$ cat config.mk
export PLATFORM = sky130hd
export DESIGN_NAME = hdmi_pattern_gen
export DESIGN_NICKNAME = d
export VERILOG_FILES = /design/src/rtl/hdmi_pattern_gen.sv
export SDC_FILE = /design/constraint.sdc
export NUM_CORES = 1
export LEC_CHECK = 0
export CORE_UTILIZATION = 54
export CTS_CLUSTER_DIAMETER = 120
export DETAILED_ROUTE_END_ITERATION = 10
export PLACE_DENSITY = 0.81
export SLEW_MARGIN = 20
export SYNTH_ARGS = -nofsm -noshare
export SYNTH_HDL_FRONTEND = slang
export SYNTH_SLANG_ARGS = --single-unit
$ cat constraint.sdc
create_clock -name clk25 -period 2.65 [get_ports clk25]
set_input_delay 0.53 -clock clk25 [delete_from_list [all_inputs] [get_ports clk25]]
set_output_delay 0.53 -clock clk25 [all_outputs]
set_load 0.03 [all_outputs]
$ cat src/rtl/hdmi_pattern_gen.sv
// hdmi_pattern_gen: test-pattern pixel source for a 640x480 HDMI link.
// Recovers active-pixel x/y from the timing generator's hsync/vsync/DE,
// renders one of four patterns (solid, colour bars, checker, gradient) and
// re-emits data/sync/DE with a fixed 2-cycle latency.
// Optional build macro HDMI_PATTERN_BORDER_EN adds a one-pixel white border
// around the active area.
module hdmi_pattern_gen #(
    parameter int H_ACTIVE = 640,
    parameter int V_ACTIVE = 480,
    parameter int BAR_W    = 80
) (
    input  logic        clk25,
    input  logic        reset,
    input  logic        in_hsync,
    input  logic        in_vsync,
    input  logic        in_de,
    input  logic [1:0]  mode,
    input  logic [2:0]  rgb_mask,
    output logic [23:0] out_data,
    output logic        out_hsync,
    output logic        out_vsync,
    output logic        out_de,
    output logic        locked,
    output logic [7:0]  frame_count,
    output logic        err_h,
    output logic        err_v
);

    localparam int XW = $clog2(H_ACTIVE + 1);
    localparam int YW = $clog2(V_ACTIVE + 1);

    typedef enum logic [1:0] {
        PAT_SOLID    = 2'd0,
        PAT_BARS     = 2'd1,
        PAT_CHECKER  = 2'd2,
        PAT_GRADIENT = 2'd3
    } pattern_t;

    // Stage-1 registers: delayed inputs plus the coordinates of that pixel.
    logic          s1_hsync;
    logic          s1_vsync;
    logic          s1_de;
    logic [XW-1:0] x;
    logic [YW-1:0] y;

    // Per-frame state, refreshed at each frame boundary.
    pattern_t      mode_l;
    logic [2:0]    mask_l;

    // Edge detection compares the live input against its stage-1 copy.
    logic          vs_fall;
    logic          de_fall;
    logic          de_rise;

    // Colour generation intermediates.
    logic [XW-1:0] bar_full;
    logic [2:0]    bar;
    logic [2:0]    bar_rgb;
    logic [2:0]    flat_rgb;
    logic [7:0]    r_raw;
    logic [7:0]    g_raw;
    logic [7:0]    b_raw;
    logic [23:0]   colour;

    // Combinational edge detectors for the frame/line boundaries.
    always_comb begin
        vs_fall = s1_vsync & ~in_vsync;
        de_fall = s1_de & ~in_de;
        de_rise = ~s1_de & in_de;
    end

    // Stage 1: register inputs and track the active-pixel coordinates.
    // x counts stage-1 DE cycles, so the pixel held in stage 1 sees the
    // number of earlier active pixels on its line (first pixel is 0).
    always_ff @(posedge clk25 or posedge reset) begin
        if (reset) begin
            s1_hsync <= 1'b1;
            s1_vsync <= 1'b1;
            s1_de    <= 1'b0;
            x        <= '0;
            y        <= '0;
        end else begin
            s1_hsync <= in_hsync;
            s1_vsync <= in_vsync;
            s1_de    <= in_de;

            if (s1_de) begin
                if (x != XW'(H_ACTIVE))
                    x <= x + 1'b1;
            end else begin
                x <= '0;
            end

            if (vs_fall)
                y <= '0;
            else if (de_fall && (y != YW'(V_ACTIVE)))
                y <= y + 1'b1;
        end
    end

    // Frame boundary handling: lock, frame counter, pattern/mask latch.
    always_ff @(posedge clk25 or posedge reset) begin
        if (reset) begin
            locked      <= 1'b0;
            frame_count <= '0;
            mode_l      <= PAT_SOLID;
            mask_l      <= '0;
        end else if (vs_fall) begin
            locked <= 1'b1;
            if (locked)
                frame_count <= frame_count + 1'b1;
            mode_l <= pattern_t'(mode);
            mask_l <= rgb_mask;
        end
    end

    // Sticky geometry errors: overlong line, overtall frame.
    always_ff @(posedge clk25 or posedge reset) begin
        if (reset) begin
            err_h <= 1'b0;
            err_v <= 1'b0;
        end else begin
            if (s1_de && (x == XW'(H_ACTIVE)))
                err_h <= 1'b1;
            if (de_rise && (y == YW'(V_ACTIVE)))
                err_v <= 1'b1;
        end
    end

    // Colour-bar index from x, clamped to the last (black) bar.
    always_comb begin
        bar_full = x / XW'(BAR_W);
        if (bar_full > XW'(7))
            bar = 3'd7;
        else
            bar = bar_full[2:0];

        case (bar)
            3'd0:    bar_rgb = 3'b111; // white
            3'd1:    bar_rgb = 3'b110; // yellow
            3'd2:    bar_rgb = 3'b011; // cyan
            3'd3:    bar_rgb = 3'b010; // green
            3'd4:    bar_rgb = 3'b101; // magenta
            3'd5:    bar_rgb = 3'b100; // red
            3'd6:    bar_rgb = 3'b001; // blue
            default: bar_rgb = 3'b000; // black
        endcase
    end

    // Pattern colour for the stage-1 pixel, then per-channel masking.
    always_comb begin
        flat_rgb = 3'b000;
        r_raw    = '0;
        g_raw    = '0;
        b_raw    = '0;

        case (mode_l)
            PAT_SOLID:   flat_rgb = 3'b111;
            PAT_BARS:    flat_rgb = bar_rgb;
            PAT_CHECKER: flat_rgb = {3{x[5] ^ y[5]}};
            default:     flat_rgb = 3'b000;
        endcase

        if (mode_l == PAT_GRADIENT) begin
            r_raw = x[7:0] + frame_count;
            g_raw = y[7:0];
            b_raw = x[7:0] ^ y[7:0];
        end else begin
            r_raw = {8{flat_rgb[2]}};
            g_raw = {8{flat_rgb[1]}};
            b_raw = {8{flat_rgb[0]}};
        end

        colour = {mask_l[2] ? r_raw : 8'h00,
                  mask_l[1] ? g_raw : 8'h00,
                  mask_l[0] ? b_raw : 8'h00};

`ifdef HDMI_PATTERN_BORDER_EN
        if ((x == '0) || (x == XW'(H_ACTIVE - 1)) ||
            (y == '0) || (y == YW'(V_ACTIVE - 1)))
            colour = '1;
`endif
    end

    // Stage 2: register colour and the delayed sync/DE. Data is blanked
    // outside active video and until the first frame boundary is seen.
    always_ff @(posedge clk25 or posedge reset) begin
        if (reset) begin
            out_data  <= '0;
            out_hsync <= 1'b1;
            out_vsync <= 1'b1;
            out_de    <= 1'b0;
        end else begin
            out_data  <= (locked && s1_de) ? colour : '0;
            out_hsync <= s1_hsync;
            out_vsync <= s1_vsync;
            out_de    <= s1_de;
        end
    end

endmodule

==> impl_metrics.csv <==
group,metric,value,unit
logic_synthesis,synth_cell_types,57,
sta,period_minus_slack,2300,ps
sta,worst_pin_slew,666,ps
setup_path,critPathTopFamily,"compound AO/OA/AOI/OAI gates",
route,viasPerCell,5.57,
pwr,ir_drop,0.417,mV
route,drtAntennaViolNets,0,
setup_path,path_cells,"ha_1, fa_1, a21o_1, a311o_1, a21oi_1, xor2_1, a21oi_1",
clock_network,clk_latency,330,ps
die,die_w,78.9,µm
logic_synthesis,syn_nets,315,
setup_path,path_class,"reg2reg",
clock_network,cts_resized,0,
logic_synthesis,synthCells,292,
sta,hold_violations,0,
clock_network,clock_path_buffers,2,
logic_synthesis,ys.warnings.count,0,
route,first_pass_iters,4,
final_layout,mostFrequentLayoutCells,"61 x dfrtp_1, 47 x clkdlybuf4s50_1, 25 x nor2_1",
global_routing,grt_pass1_vias,2323,
clock_network,post_cts_buffers,0,
die,dieArea,6220,µm²
setup_path,critPathBufInv,0,
run,drv_cap,0,
final_layout,syn_to_final_growth,21.9,%
pwr,power_density,724,nW/µm²
logic_synthesis,synth_area,3190,µm²
global_routing,grt_usage,23.6,%
setup_path,start_kind,"flip-flop",
route,num_vias,2304,
logic_synthesis,synth-edff-count,0,
clock_network,cts_tree,"built",
placed_design,placed_cell_area,3680,µm²
final_layout,seq_area,1630,µm²
clock_network,cts_root_buf,"clkbuf_8",
pwr,cellLeakagePower,1.71,nW
clock_network,numCtsBuffers,9,
final_layout,diodes,0,
setup_path,endpoint_kind,"flip-flop",
placed_design,dpl.hpwl,4.64,mm
setup_path,crit_path_frequent_cell,"a21oi_1",
final_layout,multi_input_area,1420,µm²
final_layout,final_common_cell,"dfrtp_1",
route,drc,0,
sta,setup_viol,0,
clock_network,cts_sinks,65,
die,ios,48,
logic_synthesis,ys.flop_type,"dfrtp_1",
sta,tns,0,ps
final_layout,fillCellCount,435,
route,drtIter0Drc,208,
global_routing,antenna_found_initial,0,
global_routing,grt_max_degree,66,
sta,slew_viol_final,0,
final_layout,final_layout_size_suffix_gt1_share,12.9,%
setup_path,critPathMaxFanout,7,
die,core-area,5610,µm²
clock_network,htree_levels,3,
final_layout,design_area,3890,µm²
placed_design,numPortBuffers,47,
logic_synthesis,synth-seq-area-share,51.1,%
clock_network,clkTransAtPathRegs,70,ps
die,die_h,78.9,µm
placed_design,pre_cts_slack,376,ps
route,wl_per_cell,15.7,µm
die,row_count,27,
sta,relSlewSlack,55.6,%
sta,rsz0062_at_grt,"false",
logic_synthesis,syn_area_per_cell,10.9,µm²
setup_path,critPathSlowestCell,"dfrtp_1",
setup_path,crit_required,2840,ps
clock_network,hold_buffers,0,
sta,worst_clock_skew,6.18,ps
sta,max_freq,436,MHz
logic_synthesis,ys_async_sr_fraction,100,%
setup_path,cp.arrival,2480,ps
min_path,hold_path.class,"reg2reg",
global_routing,grt_pass1_wl,11.1,mm
route,totalWireLength,6.51,mm
sta,finalWorstSetupSlack,355,ps
die,start_util,56.9,%
final_layout,fin_nets,360,
logic_synthesis,ys_seq_elements,65,
setup_path,cp_slowest_stage_delay,480,ps
global_routing,grt-ovfl-total,0,
run_status,status,"complete, no violations",
sta,period_share,86.6,%
placed_design,place_congestion,0.835,
[sequential cells by signal (all words and copies together), names as in the netlist]
name	count
x	10
err_h	1
out_hsync	1
out_de	1
s1_hsync	1
err_v	1
s1_de	1
s1_vsync	1
frame_count	8
mask_l	3
y	9
mode_l	2
locked	1
out_data	24
out_vsync	1
[layout make-up]
cell class / instances / share of cell area, %
Inverter: 9 / 0.869
Sequential cell: 65 / 42.0
Tap cell: 72 / 2.32
Clock buffer: 11 / 3.89
Timing Repair Buffer: 50 / 13.0
Multi-Input combinational cell: 202 / 36.6
Clock inverter: 5 / 1.38
[Yosys cell counts (all sizes together) (2+ instances only)]
cell    count  area share (%)
a311oi      2            0.75
xnor2      18             4.9
nand4       4            0.78
ha         12             4.7
nand2b      3            0.59
nand2      11             1.3
mux2        5             1.8
or3         5             1.0
and2        2            0.39
a21boi      2            0.82
buf        12             2.7
nor2       25             2.9
o21ai      12             2.0
dfrtp      61              48
a21o        2            0.47
nand3      11             1.7
o211ai      2            0.63
dfstp       4             3.3
inv         9             1.1
nor2b       7             1.7
xor2       15             4.1
nor4        2            0.59
o311a       2            0.71
nor3        8             1.6
clkbuf      4            0.47
o21a        7             1.6
and3        4            0.78
mux2i       2            0.63
o21bai      2            0.47
a21oi      23             3.6
[stage by stage]
step           util, %  power [mW]  hold WS [ps]  instances
2_1_floorplan        -        1.69           345        292
6_report          69.3        2.81           360        414
4_1_cts           69.3        2.83           361        414
3_3_place_gp      65.7        1.96           346        398
3_5_place_dp      65.7        1.99           351        398
5_1_grt           69.3        2.96           366        414
[metal layers]
layer / routed length (µm) / GRT usage, %
met5: 0 / 0
met3: 371 / 5.52
met4: 76 / 8.91
met2: 2990 / 35.7
met1: 3070 / 33.0
[worst paths after layout]
kind | start | to | slack [ps] | depth (start not counted)
worst min-delay path | s1_hsync | out_hsync | 360 | 0
worst max register to register | x[0] | out_data[22] | 350 | 7
worst min register to register | s1_hsync | out_hsync | 360 | 0
max in group asynchronous | reset | out_vsync | 1760 | 3
worst max-delay path | x[0] | out_data[22] | 350 | 7
min in group asynchronous | reset | out_data[12] | 580 | 3
[cell families after synthesis]
kind of cell               synth area share, %
and+or+nand+nor                           14.8
DFF                                       51.1
AOI/OAI and AO/OA                         13.0
xor gates and xnor gates                  9.06
buffers and inverters                     4.27
adders and majority gates                 5.33
muxes                                     2.39
[power by group]
part	internal, mW	switching, mW
clock	0.482	0.368
combinational	0.322	0.421
sequential	1.10	0.117
total	1.91	0.906
Power figures use the tool's default switching activity.
